===== config.mk =====
export PLATFORM = sky130hd
export DESIGN_NAME = nibble_packer
export DESIGN_NICKNAME = d
export VERILOG_FILES = /design/src/rtl/nibble_packer_pkg.sv /design/src/rtl/nibble_packer.sv
export SDC_FILE = /design/constraint.sdc
export NUM_CORES = 1
export LEC_CHECK = 0
export CAP_MARGIN = 30
export CORE_UTILIZATION = 45
export CTS_CLUSTER_SIZE = 12
export DETAILED_ROUTE_END_ITERATION = 6
export PLACE_DENSITY = 0.74
export SLEW_MARGIN = 15
export SYNTH_ARGS = -nofsm -noshare
export SYNTH_HDL_FRONTEND = slang
export SYNTH_SLANG_ARGS = --single-unit

===== constraint.sdc =====
create_clock -name clk -period 3.56 [get_ports clk]
set_input_delay 0.712 -clock clk [delete_from_list [all_inputs] [get_ports clk]]
set_output_delay 0.712 -clock clk [all_outputs]
set_load 0.005 [all_outputs]

===== src/rtl/nibble_packer_pkg.sv =====
// Shared defaults and types for the nibble packer.
// Pops narrow queue beats and packs them into wide words.
package nibble_packer_pkg;

  // Default configuration: 4-bit beats from the FIFO queue, four per word.
  localparam int DEF_DATA_WIDTH = 4;
  localparam int DEF_RATIO      = 4;

  // Derived widths. The count is one bit wider than the index so that it
  // can hold the value RATIO itself (a full word's beat count).
  localparam int DEF_OUT_WIDTH  = DEF_DATA_WIDTH * DEF_RATIO;
  localparam int DEF_CNT_WIDTH  = $clog2(DEF_RATIO) + 1;

  // Beat count in the default configuration.
  typedef logic [DEF_CNT_WIDTH-1:0] beat_cnt_t;

endpackage


===== src/rtl/nibble_packer.sv =====
// nibble_packer: downstream consumer of the 4-bit FIFO queue.
// Pops RATIO consecutive beats through the queue's dequeue handshake and
// presents them as one wide word (first beat in the LSBs) on a valid/ready
// port. A holding register lets packing of the next word continue while the
// downstream stage stalls; only the final beat of a word waits for the slot.
//
// Optional build macro NIBBLE_PACKER_FLUSH_EN adds a flush input that emits
// a partial word (zero-padded) and an out_count output giving the number of
// beats in the presented word.
module nibble_packer
  import nibble_packer_pkg::*;
#(
  parameter  int DATA_WIDTH = DEF_DATA_WIDTH,
  parameter  int RATIO      = DEF_RATIO,
  localparam int OUT_WIDTH  = DATA_WIDTH * RATIO,
  localparam int CNT_WIDTH  = $clog2(RATIO) + 1
) (
  input  logic                  clk,
  input  logic                  rst,
  input  logic                  deq_valid,
  input  logic [DATA_WIDTH-1:0] din,
  output logic                  deq,
  output logic                  out_valid,
  input  logic                  out_ready,
`ifdef NIBBLE_PACKER_FLUSH_EN
  input  logic                  flush,
  output logic [CNT_WIDTH-1:0]  out_count,
`endif
  output logic [OUT_WIDTH-1:0]  dout
);

  localparam logic [CNT_WIDTH-1:0] LAST_IDX = CNT_WIDTH'(RATIO - 1);
  localparam logic [CNT_WIDTH-1:0] ONE      = CNT_WIDTH'(1);

  logic [CNT_WIDTH-1:0] cnt;
  logic [OUT_WIDTH-1:0] acc;
  logic [OUT_WIDTH-1:0] acc_next;
  logic [OUT_WIDTH-1:0] out_reg;
  logic                 out_valid_q;

  logic                 slot_free;
  logic                 accept;
  logic                 word_done;
  logic                 flush_fire;   // a partial word is emitted this cycle
  logic                 beat_block;   // beats are refused (pending flush)

  // The output slot can take a new word if empty or draining this cycle.
  assign slot_free = !out_valid_q || out_ready;

  // Beats 0..RATIO-2 always go in; the final beat needs a free slot.
  assign deq = deq_valid && !rst && !beat_block && (cnt != LAST_IDX || slot_free);

  assign accept    = deq && deq_valid;
  assign word_done = accept && (cnt == LAST_IDX);

  assign out_valid = out_valid_q;
  assign dout      = out_reg;

`ifdef NIBBLE_PACKER_FLUSH_EN
  logic                 flush_pending;
  logic                 flush_req;
  logic [CNT_WIDTH-1:0] cnt_eff;
  logic [CNT_WIDTH-1:0] out_count_q;

  // Beat count including any beat taken this cycle (ranges 0..RATIO).
  assign cnt_eff    = cnt + CNT_WIDTH'(accept);
  assign flush_req  = flush || flush_pending;
  // A completing full word takes priority; an empty accumulator is ignored.
  assign flush_fire = flush_req && slot_free && !word_done && (cnt_eff != '0);
  assign beat_block = flush_pending;
  assign out_count  = out_count_q;

  // Flush bookkeeping: hold an un-served flush and track the word's beat count.
  always_ff @(posedge clk) begin
    if (rst) begin
      flush_pending <= 1'b0;
      out_count_q   <= '0;
    end else begin
      flush_pending <= flush_req && !slot_free && (cnt_eff != '0);
      if (word_done) begin
        out_count_q <= CNT_WIDTH'(RATIO);
      end else if (flush_fire) begin
        out_count_q <= cnt_eff;
      end
    end
  end
`else
  assign flush_fire = 1'b0;
  assign beat_block = 1'b0;
`endif

  // Accumulator with the incoming beat dropped into its lane.
  always_comb begin
    // NOTE: default assignment first so no path leaves acc_next unassigned (no latch).
    acc_next = acc;
    if (accept) begin
      for (int i = 0; i < RATIO; i++) begin
        if (cnt == CNT_WIDTH'(i)) begin
          acc_next[i*DATA_WIDTH +: DATA_WIDTH] = din;
        end
      end
    end
  end

  // Accumulator, beat count and output holding register.
  always_ff @(posedge clk) begin
    // NOTE: sequential state uses non-blocking assignments so every register
    // samples pre-edge values regardless of statement order.
    if (rst) begin
      cnt         <= '0;
      acc         <= '0;
      out_reg     <= '0;
      out_valid_q <= 1'b0;
    end else if (word_done || flush_fire) begin
      // Slot is free here, so loading the new word also covers a same-cycle
      // drain of the old one: back-to-back words with no bubble.
      out_reg     <= acc_next;
      out_valid_q <= 1'b1;
      cnt         <= '0;
      acc         <= '0;
    end else begin
      if (accept) begin
        acc <= acc_next;
        cnt <= cnt + ONE;
      end
      if (out_valid_q && out_ready) begin
        out_valid_q <= 1'b0;
      end
    end
  end

endmodule


==> impl_metrics.csv <==
group,metric,value,unit
power,seq_power_share,58.2,%
floorplanning,core-area,0.00250,mm²
synth,ys.warnings.count,0,
sta,relSlewSlack,54.1,%
grt,antenna_found_initial,0,
placed_design,port_buffers,25,
power,ir_worst_vdd,0.343,mV
routing,route.antenna.remaining_nets,0,
cells_and_area,area.growth.synth_to_final,28.2,%
synth,synth_area_per_cell,9.71,µm²
cells_and_area,fin_nets,164,
floorplanning,die_area,0.00287,mm²
worst_setup_path,required,2.85,ns
clock_tree,cts_setup_buffers,0,
sta,hold_viol,0,
routing,vias,902,
floorplanning,fp.dieH,53.5,µm
routing,first_pass_iters,1,
worst_setup_path,critPathCaptureType,"output port",
job,max_cap_violations,0,
grt,grt_usage,20.3,%
routing,drt_wl_total,2330,µm
grt,grt_pass1_wl,3930,µm
cells_and_area,multiInputGateArea,507,µm²
power,p_int,482,µW
placed_design,globalplace.congestion,0.703,
clock_tree,cts_root_buf,"clkbuf_4",
power,sw_frac_of_total,23.4,%
worst_setup_path,setup.worst_path.start,"rst",
floorplanning,die_x,53.5,µm
cells_and_area,drive_gt1_share,7.89,%
sta,setup-violations-final,0,
sta,clock_skew,0.00605,ns
synth,seq_area_frac_synth,53.6,%
clock_tree,hold_buffers,0,
sta,slew_viol_final,0,
power,powerDensity,411,mW/mm²
routing,dr.first_iter.drc_count,0,
power,power_frac_clock,34.5,%
synth,ys_ff_latch,32,
worst_setup_path,cp_num_buf_inv,2,
routing,via_per_inst,4.96,
synth,synth_cell_type_count,21,
cells_and_area,n_antenna_cell,0,
sta,finalCritPeriodShare,82.4,%
routing,drc,0,
clock_tree,htree_levels,2,
power,p_total,630,µW
grt,grt_overflow,0,
grt,grt_pass1_vias,892,
grt,grt_max_degree,22,
worst_hold_path,hp-class,"register to register",
sta,max_freq,341,MHz
power,p_switching,148,µW
worst_setup_path,critPathLaunchType,"input pin",
clock_tree,cts_made_buffers,5,
sta,finalCriticalPeriod,2.93,ns
floorplanning,num_io_pins,26,
clock_tree,cts_tree,"yes",
worst_setup_path,slowest_delay,0.55,ns
worst_setup_path,cp_data_arrival_time,2.22,ns
cells_and_area,num-fill-cells,225,
worst_setup_path,crit_fanout,8,
floorplanning,start_util,47.8,%
worst_setup_path,cp_common_cell,"clkdlybuf4s50_1",
clock_tree,clk-insertion-delay-late,0.33,ns
clock_tree,cts_resized,0,
sta,grt_setup_unrepaired,"false",
clock_tree,clock_path_buffers,2,
worst_setup_path,crit_type,"input pin to output port",
worst_setup_path,crit_chain,"clkdlybuf4s50_1 > nor2b_4 > and2_2 > clkdlybuf4s50_1",
clock_tree,clkTransAtPathRegs,0.10,ns
synth,syn_inst,123,
power,p_leak,0.652,nW
sta,tightest_slew,0.686,ns
synth,synth_area,0.00119,mm²
placed_design,place_hpwl,1670,µm
routing,routedWlPerCell,12.8,µm
worst_setup_path,slowest_stage,"clkdlybuf4s50_1",
worst_setup_path,timing.rr.start,"cnt[0]",
outcome,status,"completed",
clock_tree,clock_sinks,32,
power,comb_power_share,7.2,%
sta,finalSetupTns,0,ns
floorplanning,rows,18,
synth,syn_nets,136,
worst_hold_path,hp-start,"dout[11]",
worst_setup_path,crit_family,"buffers and inverters",
cells_and_area,seqCellArea,641,µm²
## registers in the layout, summed over array words and instances (netlist names)
register   flops
dout          16
out_valid      1
cnt            3
acc           12
## through the flow
stage / utilization (%) / setup slack, ns / hold slack (ns) / instances / cell area (µm²)
floorplan: - / 1.61 / 0.449 / 123 / 1190
global placement: 58.8 / 0.680 / 0.442 / 174 / 1470
detailed placement: 58.8 / 0.636 / 0.442 / 174 / 1470
CTS: 61.3 / 0.632 / 0.465 / 182 / 1530
global route: 61.3 / 0.567 / 0.499 / 182 / 1530
finish: 61.3 / 0.628 / 0.460 / 182 / 1530
## path summary, 6_finish.rpt
check / to / cells after the start / slack (ns)
max reg2reg: dout[12] / 5 / 1.73
min reg2reg: dout[11] / 2 / 0.46
min: dout[11] / 2 / 0.46
max: deq / 4 / 0.63
## Yosys cell counts
cell type  count  share of area, %
nand4_1        3               1.6
buf_2          2              0.84
clkbuf_1       2              0.63
a31o_2         1              0.73
nand3_1        1              0.42
and2_2         1              0.63
inv_1          7               2.2
a21oi_1        2              0.84
nand2b_4       1               1.2
ha_1           5               5.2
a31oi_1        1              0.52
mux2i_1       12                10
nand3b_1       5               3.1
dfxtp_1       32                54
o21ai_0       17               7.1
a211oi_1       1              0.63
buf_1          1              0.31
nor2_1        15               4.7
xnor2_1        1              0.73
nand2_1       12               3.8
nor2b_4        1               1.2
## power groups by stage
stage	logic (mW)	registers [mW]	clock network [mW]
6_report	0.0454	0.367	0.218
2_1_floorplan	0.0268	0.374	0
4_1_cts	0.0457	0.367	0.226
3_5_place_dp	0.0454	0.375	0
5_1_grt	0.0508	0.368	0.246
3_3_place_gp	0.0440	0.375	0
## per-layer routing
layer	global-route usage (%)	part of all wire, %
met1	23.1	48
met2	32.3	46
met3	9.60	4.6
met4	9.21	1.7
met5	0	0
## logic make-up after synthesis
group,share of synthesized area (%)
AO/OA/AOI/OAI,9.84
adder cells (fa/ha/maj),5.24
AND/OR/NAND/NOR,16.5
multiplexers,10.1
buffers and inverters,3.98
flip-flops,53.6
XOR/XNOR,0.733
## layout by cell type (no fill, tap or decap), types with 2 or more instances in the layout
cell	synthesis	final
ha_1	5	5
dfxtp_1	32	32
nand4_1	3	3
clkdlybuf4s50_1	0	25
nand3b_1	5	5
o21ai_0	17	17
nor2_1	15	15
clkbuf_4	0	5
mux2i_1	12	12
inv_1	7	7
a21oi_1	2	2
nand2_1	12	12
## worst register-to-register path, delay by kind of cell (launching register included)
kind	cells	cell delay [ns]
compound gates	1	0.11
simple gates	2	0.77
flops	1	0.41
fa+ha+maj	2	0.39
## final cells by class
| type | instances | share of cell area, % |
|---|---|---|
| Tap cell | 30 | 2.45 |
| Sequential cell | 32 | 41.8 |
| Multi-Input combinational cell | 79 | 33.1 |
| Timing Repair Buffer | 26 | 16.8 |
| Clock inverter | 1 | 0.490 |
| Clock buffer | 7 | 3.59 |
| Inverter | 7 | 1.72 |
Power figures use the tool's default switching activity.
